$ cat src/rtl/enum_capture_pkg.sv
// Shared types, default widths and the enum range helper for the result-capture stage.
package enum_capture_pkg;

    typedef enum logic [1:0] {
        EMPTY   = 2'd0,
        PARTIAL = 2'd1,
        FULL    = 2'd2
    } state_e;

    localparam int unsigned DefDataW   = 6;
    localparam int unsigned DefDepth   = 4;
    localparam int unsigned DefEnumMax = 41;

    function automatic logic range_ok(input logic [31:0] value, input logic [31:0] max);
        return value <= max;
    endfunction

endpackage

$ cat src/rtl/enum_capture_fifo.sv
// Storage, wrapping pointers and occupancy for the capture FIFO.
// The caller guarantees push only when not full (or popping) and pop only when non-empty.
module enum_capture_fifo #(
    parameter int unsigned DataW = 6,
    parameter int unsigned Depth = 4
) (
    input  logic                       clk_i,
    input  logic                       rst_i,
    input  logic                       push_i,
    input  logic                       pop_i,
    input  logic [DataW-1:0]           wr_data_i,
    output logic [DataW-1:0]           rd_data_o,
    output logic [$clog2(Depth+1)-1:0] count_o
);

    localparam int unsigned PtrW = $clog2(Depth);
    localparam int unsigned CntW = $clog2(Depth + 1);
    localparam logic [PtrW-1:0] PtrLast = PtrW'(Depth - 1);
    localparam logic [CntW-1:0] CntMax  = CntW'(Depth);

    logic [DataW-1:0] mem_q [Depth];
    logic [DataW-1:0] mem_d [Depth];
    logic [PtrW-1:0]  wr_ptr_q, wr_ptr_d;
    logic [PtrW-1:0]  rd_ptr_q, rd_ptr_d;
    logic [CntW-1:0]  count_q, count_d;

    always_comb begin
        mem_d    = mem_q;
        wr_ptr_d = wr_ptr_q;
        rd_ptr_d = rd_ptr_q;
        count_d  = count_q;

        if (push_i) begin
            mem_d[wr_ptr_q] = wr_data_i;
            wr_ptr_d        = (wr_ptr_q == PtrLast) ? '0 : wr_ptr_q + 1'b1;
        end
        if (pop_i) begin
            rd_ptr_d = (rd_ptr_q == PtrLast) ? '0 : rd_ptr_q + 1'b1;
        end

        // Saturating occupancy; simultaneous push+pop leaves it unchanged.
        if (push_i && !pop_i && count_q != CntMax) begin
            count_d = count_q + 1'b1;
        end else if (pop_i && !push_i && count_q != '0) begin
            count_d = count_q - 1'b1;
        end
    end

    always_ff @(posedge clk_i or posedge rst_i) begin
        if (rst_i) begin
            mem_q    <= '{default: '0};
            wr_ptr_q <= '0;
            rd_ptr_q <= '0;
            count_q  <= '0;
        end else begin
            mem_q    <= mem_d;
            wr_ptr_q <= wr_ptr_d;
            rd_ptr_q <= rd_ptr_d;
            count_q  <= count_d;
        end
    end

    assign rd_data_o = mem_q[rd_ptr_q];
    assign count_o   = count_q;

endmodule

$ cat src/rtl/enum_result_capture.sv
// Captures enum-process results into a small FIFO with a sticky overflow flag.
// Optional range check against ENUM_MAX is enabled by defining ENUM_RANGE_CHECK_EN.
module enum_result_capture
    import enum_capture_pkg::*;
#(
    parameter int unsigned DATA_W   = DefDataW,
    parameter int unsigned DEPTH    = DefDepth,
    parameter int unsigned ENUM_MAX = DefEnumMax
) (
    input  logic                       clk,
    input  logic                       rst,
    input  logic [DATA_W-1:0]          in_data,
    input  logic                       in_valid,
    output logic [DATA_W-1:0]          out_data,
    output logic                       out_valid,
    input  logic                       out_ready,
    output logic                       out_err,
    output logic                       overflow,
    output logic [$clog2(DEPTH+1)-1:0] count
);

    localparam int unsigned CntW = $clog2(DEPTH + 1);
    localparam logic [CntW-1:0] CntOne  = CntW'(1);
    localparam logic [CntW-1:0] CntLast = CntW'(DEPTH - 1);

    state_e          state_q, state_d;
    logic            overflow_q, overflow_d;
    logic            out_err_q, out_err_d;
    logic [CntW-1:0] fifo_count;
    logic            in_range;
    logic            accepted;
    logic            push_req;
    logic            push;
    logic            pop;
    logic            full;

    assign in_range = range_ok(32'(in_data), 32'(ENUM_MAX));

`ifdef ENUM_RANGE_CHECK_EN
    assign accepted  = in_range;
    assign out_err_d = in_valid & ~in_range;
`else
    logic unused_in_range;
    assign unused_in_range = in_range;
    assign accepted        = 1'b1;
    assign out_err_d       = 1'b0;
`endif

    assign full      = (state_q == FULL);
    assign out_valid = (state_q != EMPTY);
    assign push_req  = in_valid & accepted;
    assign pop       = out_valid & out_ready;
    // A full FIFO still takes a push when the head leaves in the same cycle.
    assign push      = push_req & (~full | pop);

    // Rejected out-of-range values never count as overflow.
    assign overflow_d = overflow_q | (push_req & full & ~pop);

    always_comb begin
        state_d = state_q;
        unique case (state_q)
            EMPTY: begin
                if (push) state_d = PARTIAL;
            end
            PARTIAL: begin
                if (pop && !push && fifo_count == CntOne) begin
                    state_d = EMPTY;
                end else if (push && !pop && fifo_count == CntLast) begin
                    state_d = FULL;
                end
            end
            FULL: begin
                if (pop && !push) state_d = PARTIAL;
            end
            default: state_d = EMPTY;
        endcase
    end

    always_ff @(posedge clk or posedge rst) begin
        if (rst) begin
            state_q    <= EMPTY;
            overflow_q <= 1'b0;
            out_err_q  <= 1'b0;
        end else begin
            state_q    <= state_d;
            overflow_q <= overflow_d;
            out_err_q  <= out_err_d;
        end
    end

    enum_capture_fifo #(
        .DataW (DATA_W),
        .Depth (DEPTH)
    ) u_fifo (
        .clk_i     (clk),
        .rst_i     (rst),
        .push_i    (push),
        .pop_i     (pop),
        .wr_data_i (in_data),
        .rd_data_o (out_data),
        .count_o   (fifo_count)
    );

    assign count    = fifo_count;
    assign overflow = overflow_q;
    assign out_err  = out_err_q;

endmodule

$ cat config.mk
export PLATFORM = sky130hd
export DESIGN_NAME = enum_result_capture
export DESIGN_NICKNAME = d
export VERILOG_FILES = /design/src/rtl/enum_capture_pkg.sv /design/src/rtl/enum_capture_fifo.sv /design/src/rtl/enum_result_capture.sv
export SDC_FILE = /design/constraint.sdc
export NUM_CORES = 1
export LEC_CHECK = 0
export BUFFER_PORTS_ARGS = -buffer_cell sky130_fd_sc_hd__buf_2
export CAP_MARGIN = 20
export CORE_AREA = 5 5 63 65
export DETAILED_ROUTE_END_ITERATION = 10
export DIE_AREA = 0 0 68 70
export GPL_TIMING_DRIVEN = 1
export MAX_ROUTING_LAYER = met4
export PLACE_DENSITY = 0.75
export SLEW_MARGIN = 10
export SYNTH_ARGS = -nofsm -noshare
export SYNTH_HDL_FRONTEND = slang
export SYNTH_HIERARCHICAL = 1
export SYNTH_SLANG_ARGS = --single-unit
$ cat constraint.sdc
create_clock -name clk -period 5.3 [get_ports clk]
set_input_delay 1.59 -clock clk [delete_from_list [all_inputs] [get_ports clk]]
set_output_delay 1.59 -clock clk [all_outputs]
set_load 0.03 [all_outputs]
**Yosys cells after proc, flatten, opt, wreduce, memory -nomap -nowiden**

Cells that the tools add are included.

- Register bits after elaboration: 34
- Latch bits: 0
- RAM bits: 0
- Bits in read-only memories: 0
- Word-level logic and storage cells: 65
- Memories kept: 0

- Add/sub/neg operators: 4
- Multiply operators: 0
- Divide/modulo/power cells: 0
- Order comparisons: 3
- Equality and inequality tests: 10
- Shifts and indexed selects: 0
- Mux-type cells: 15
- Bitwise logic cells: 10
- Reductions and logical operators: 14

Operators with widths:

| operator | number |
|---|---|
| $bwmux W24 | 1 |
| $mux W6 | 3 |
| $bmux W6 S2 | 1 |
| $demux W6 S2 | 1 |
| $mux W2 | 6 |
| $logic_and A1 B1 Y1 | 7 |
| $eq A2 B2 Y1 const B | 3 |
| $ge A3 B3 Y1 const B | 2 |
| $mux W3 | 2 |
| $ne A3 B3 Y1 const B | 2 |
| $not A2 Y3 | 2 |
| $pmux W2 S3 | 1 |
| $add A2 B1 Y2 const B | 2 |
| $and A1 B1 Y1 | 4 |
| $ne A2 B1 Y1 const B | 2 |
| $reduce_bool A2 Y1 | 2 |
| $add A3 B1 Y3 const B | 1 |
| $eq A3 B1 Y1 const B | 1 |
| $eq A3 B2 Y1 const B | 1 |
| $lt A3 B1 Y1 const B | 1 |
| $reduce_and A3 Y1 | 1 |
| $reduce_bool A3 Y1 | 1 |
| $sub A3 B1 Y3 const B | 1 |
| $eq A2 B1 Y1 const B | 1 |
| 4 further kinds | 7 |

**Longest topological paths before layout**

- Depth in word-level cells: 9
- Depth in mapped cells: 10

**Cells and area by module**

The synthesis kept the hierarchy.

By module, submodules not included:

| module | instances | cells each | area each (µm²) | seq. area each (µm²) |
|---|---|---|---|---|
| enum_capture_fifo | 1 | 106 | 1,572.8 | 775.7 |
| enum_result_capture | 1 | 22 | 196.4 | 75.1 |

**Worst setup path after synthesis**

Ideal clock, no wire load.

- Path type: input to register
- From: in out_ready
- To: reg u_fifo.count_q[2], in the netlist u_fifo/count_o[2]
- Library setup time: 0.094 ns
- Arrival time: 2.900 ns
- Data required time: 5.206 ns
- Slack: 2.306 ns
- Stages on the path: 8
- Buffers on the path: 0
- Cells stage by stage: nor2_1 -> nor2b_1 -> nor2b_1 -> nand2_1 -> fa_1 -> nand3_1 -> o22ai_1 -> a211oi_1

- Longest elaborated chain between the ends: 7

Ends and longest elaborated chain:

| element | RTL line | RTL |
|---|---|---|
| start: declaration | enum_result_capture.sv:16 | `input logic out_ready,` |
| $and A1 B1 Y1 * | enum_result_capture.sv:52 | `assign pop = out_valid & out_ready;` |
| $or A1 B1 Y1 * | enum_result_capture.sv:54 | `assign push = push_req & (~full \| pop);` |
| $and A1 B1 Y1 * | enum_result_capture.sv:54 |  |
| named net push | enum_result_capture.sv:33 | `logic push;` |
| $logic_not A1 Y1 | enum_capture_fifo.sv:44 | `end else if (pop_i && !push_i && count_q != '0) begin` |
| $logic_and A1 B1 Y1 (2 in a row) | enum_capture_fifo.sv:44 |  |
| $reduce_bool A2 Y1 (no line) | -- |  |
| end signal: assignment | enum_capture_fifo.sv:59 | `count_q <= count_d;` |
| end: declaration | enum_capture_fifo.sv:25 | `logic [CntW-1:0] count_q, count_d;` |

Mark *: on every way through the listed nets, which the timed path passes. The rest lies on a longest branch.
A chain may end at the register's enable or synchronous reset.

**Worst setup path after layout**

- From: reg u_fifo.rd_ptr_q[1]
- To: out out_data[0]

- Longest elaborated chain between the ends: 4

Ends and longest elaborated chain:

| element | RTL line | RTL |
|---|---|---|
| start: declaration | enum_capture_fifo.sv:24 | `logic [PtrW-1:0] rd_ptr_q, rd_ptr_d;` |
| start signal: assignment | enum_capture_fifo.sv:58 | `rd_ptr_q <= rd_ptr_d;` |
| $not A2 Y3 (not written as such) | enum_capture_fifo.sv:63 | `assign rd_data_o = mem_q[rd_ptr_q];` |
| $bmux W6 S2 | enum_capture_fifo.sv:63 |  |
| $mux W6 (not written as such) (2 in a row) | enum_capture_fifo.sv:63 |  |
| end: declaration | enum_result_capture.sv:14 | `output logic [DATA_W-1:0] out_data,` |

No other way between the ends. The select of a mux whose other input is x is not followed.

==> key figures <==
CTS
  – Sinks on Clock Net: 34
  – Worst-skew pair later-pin latency: 330 ps
  – CTS clk-pin slew, worst paths: 100 ps
  – CTS tree: yes
  – Root buf cell: clkbuf_4
  – Htree depth: 2
  – TritonCTS Buffers: 5
  – Post-CTS Setup Bufs: 0
  – # hold bufs at CTS: 0
  – Cts repair resizes: 0
  – CTS Buffer Depth: 2

Setup path
  – WP buf/inv: 1
  – Kind of cell adding the most delay to the critical path: flip-flops
  – Crit path cell chain: mux4_2 > buf_2
  – Top fanout value on the critical path: 8
  – Stages on worst setup path: 2
  – Worst Reg-to-Reg Cells: 10
  – Reg2reg setup slack: 2960 ps
  – WS Path Type: reg -> out
  – Worst EP required: 3710 ps
  – CP Data Arrival Time: 1750 ps
  – Slowest-stage cell, CP: dfrtp_1
  – CP endpoint kind: primary output
  – Critical Path Max Stage Delay: 650 ps
  – Startpoint Class: flop

Global route
  – Largest net degree at the start of global routing: 18
  – First-pass GRT wire length: 5.49 mm
  – Total GRT Usage: 0.161
  – Met1 Resource Use GR: 0.201
  – Vias in the first global route: 1140
  – Antenna violations before repair: 0
  – M2 GR Usage: 0.249
  – Grt met3 use: 0.0385
  – GR peak layer: met2
  – GRT overflow: 0

Finish
  – Multi-input gate area: 850 um2
  – Layout cell share with drive strength beyond 1: 0.425
  – Antenna cell count: 0
  – Area growth from synthesis to layout: 12.1%
  – Non-filler cells, final: 199
  – Commonest non-fill, non-tap cells in the layout: dfrtp_1, buf_2, mux2_2
  – Final nets: 168
  – Reg area: 851 um2
  – Most common cell after layout, fill and taps aside: dfrtp_1
  – Fillers: 267

Placed design
  – Port buffer count: 20
  – Placed wire-length estimate: 2.43 mm
  – Routability cong.: 0.742
  – Inst Count DP: 191

Synthesis
  – Post-Synth XOR/XNOR Area: 0.0191
  – Syn Nets: 144
  – Post-synthesis mux area share: 0.261
  – Sequential share of the synthesized area: 0.481
  – Compound-Gate Fraction of Synth Area: 0.0679
  – Synth Area in Simple Gates: 0.0835
  – Adder-Cell Fraction of Synth Area: 0.0467
  – Synthesized area: 1770 um2
  – Synth cell types: 33
  – Synth Instances: 128
  – Synthesized flop and latch total: 34
  – Mean post-synth cell area: 13.8 um2
  – Largest family of logic cells by synthesized area: multiplexers
  – Synthesis warning total: 6

Pwr
  – Pleak: 0.000931 uW
  – Peak supply drop: 0.000295 V
  – Power Density: 644 nW/um2

Die
  – Die Span X: 68 um
  – Core area: 3280 um2
  – Initial core utilization: 0.539
  – DIE HEIGHT: 70 um
  – Ports: 22
  – # rows: 21
  – Die footprint: 4760 um2

STA
  – Tcrit/Tclk final: 0.631
  – Slew @ Worst Pin: 669 ps
  – Final setup viols: 0
  – Clock Skew: 6.36 ps
  – Max_slew headroom: 0.553
  – Post-route setup TNS: 0 ps
  – Final Hold Vio Count: 0
  – RSZ-0062 raised after global routing: no
  – Fin crit period: 3340 ps
  – Peak Freq: 299 MHz
  – Slew Limit Fails: 0

Detailed routing
  – Antenna viol nets, final: 0
  – Final wirelength: 3.27 mm
  – Vias post-DR: 1052
  – Via/cell ratio: 5.29
  – TritonRoute pass-1 iters: 4
  – Residual DRC: 0
  – DR WL/cell: 16.5 um
  – Initial DRC count: 44

Hold path
  – Worst hold-check path type: reg -> reg
  – Hold depth: 1

Status
  – Status: complete, no violations

Run
  – Max-cap viol count: 0
==> final timing paths <==
kind / from / end
worst min-delay path: overflow$_DFF_PP0_ / overflow$_DFF_PP0_
max in group asynchronous: rst / u_fifo/wr_ptr_q[1]$_DFFE_PP0P_
min in group asynchronous: rst / state_q[0]$_DFFE_PP0P_
worst max register to register: state_q[1]$_DFFE_PP0P_ / u_fifo/count_o[2]$_DFFE_PP0P_
worst max-delay path: u_fifo/rd_ptr_q[1]$_DFFE_PP0P_ / out_data[0]
worst min register to register: overflow$_DFF_PP0_ / overflow$_DFF_PP0_
==> worst register-to-register path, delay by kind of cell (launching register included) <==
| family | cells | cell delay (ps) |
|---|---|---|
| adders and majority gates | 1 | 440 |
| buffers and inverters | 1 | 260 |
| and+or+nand+nor | 6 | 750 |
| AOI/OAI and AO/OA | 2 | 340 |
| DFF | 1 | 450 |
==> registers in the layout, indices dropped and copies added, names as in the netlist <==
register and flops:
u_fifo/wr_ptr_q 2, u_fifo/mem_q 24, u_fifo/rd_ptr_q 2, u_fifo/count_o 3
overflow 1, state_q 2
==> cell type report <==
cell class,instances,area share
multi-input combinational,81,0.428
sequential,34,0.429
inverter,8,0.0151
clock inverter,1,0.00252
clock buffer,7,0.0278
timing repair buffer,22,0.0681
tap,46,0.0290
==> per-layer routing <==
layer | vias up | routed length (um)
li1 | 503 | -
met1 | 519 | 1410
met2 | 24 | 1700
met3 | 6 | 117
met4 | 0 | 44
met5 | - | 0
==> power by group <==
group | leakage, uW | switching, uW | internal, uW
sequential | 0.000404 | 118 | 385
clock | 0.0000353 | 83.7 | 64.3
combinational | 0.000492 | 314 | 313
==> cell usage after synthesis, drive strengths merged <==
cell / count / area share
nand3: 3 / 0.0085
nand2b: 1 / 0.0035
and2: 1 / 0.0035
dfrtp: 34 / 0.48
xor2: 1 / 0.0092
and3b: 1 / 0.0050
inv: 8 / 0.017
o211a: 1 / 0.0057
mux2: 25 / 0.18
buf: 5 / 0.022
conb: 1 / 0.0021
nor3: 1 / 0.0028
a31oi: 2 / 0.0071
o22ai: 1 / 0.0035
mux4: 6 / 0.076
nor2b: 3 / 0.011
a21o: 2 / 0.0085
o32ai: 2 / 0.014
nand2: 8 / 0.035
xnor2: 2 / 0.0099
a211oi: 2 / 0.0085
fa: 1 / 0.011
nor2: 6 / 0.014
o21ai: 5 / 0.014
ha: 5 / 0.035
o221a: 1 / 0.0064
==> cell families (layout without fill, tap and decap cells) <==
family / Yosys count / count (layout)
xor gates and xnor gates: 3 / 3
DFF: 34 / 34
other: 1 / 1
buffers and inverters: 13 / 38
muxes: 31 / 31
adders and majority gates: 6 / 6
AOI/OAI and AO/OA: 16 / 16
and+or+nand+nor: 24 / 24
==> per-stage QoR <==
stage | util | hold WS, ps | area, um2 | power, uW | worst slack (ps)
2_1_floorplan | - | 474 | 1770 | 996 | 2310
3_3_place_gp | 0.577 | 461 | 1900 | 1100 | 1990
3_5_place_dp | 0.586 | 451 | 1920 | 1140 | 1840
4_1_cts | 0.604 | 473 | 1980 | 1290 | 1930
5_1_grt | 0.604 | 498 | 1980 | 1370 | 1870
6_report | 0.604 | 469 | 1980 | 1280 | 1960
Power figures use the tool's default switching activity.
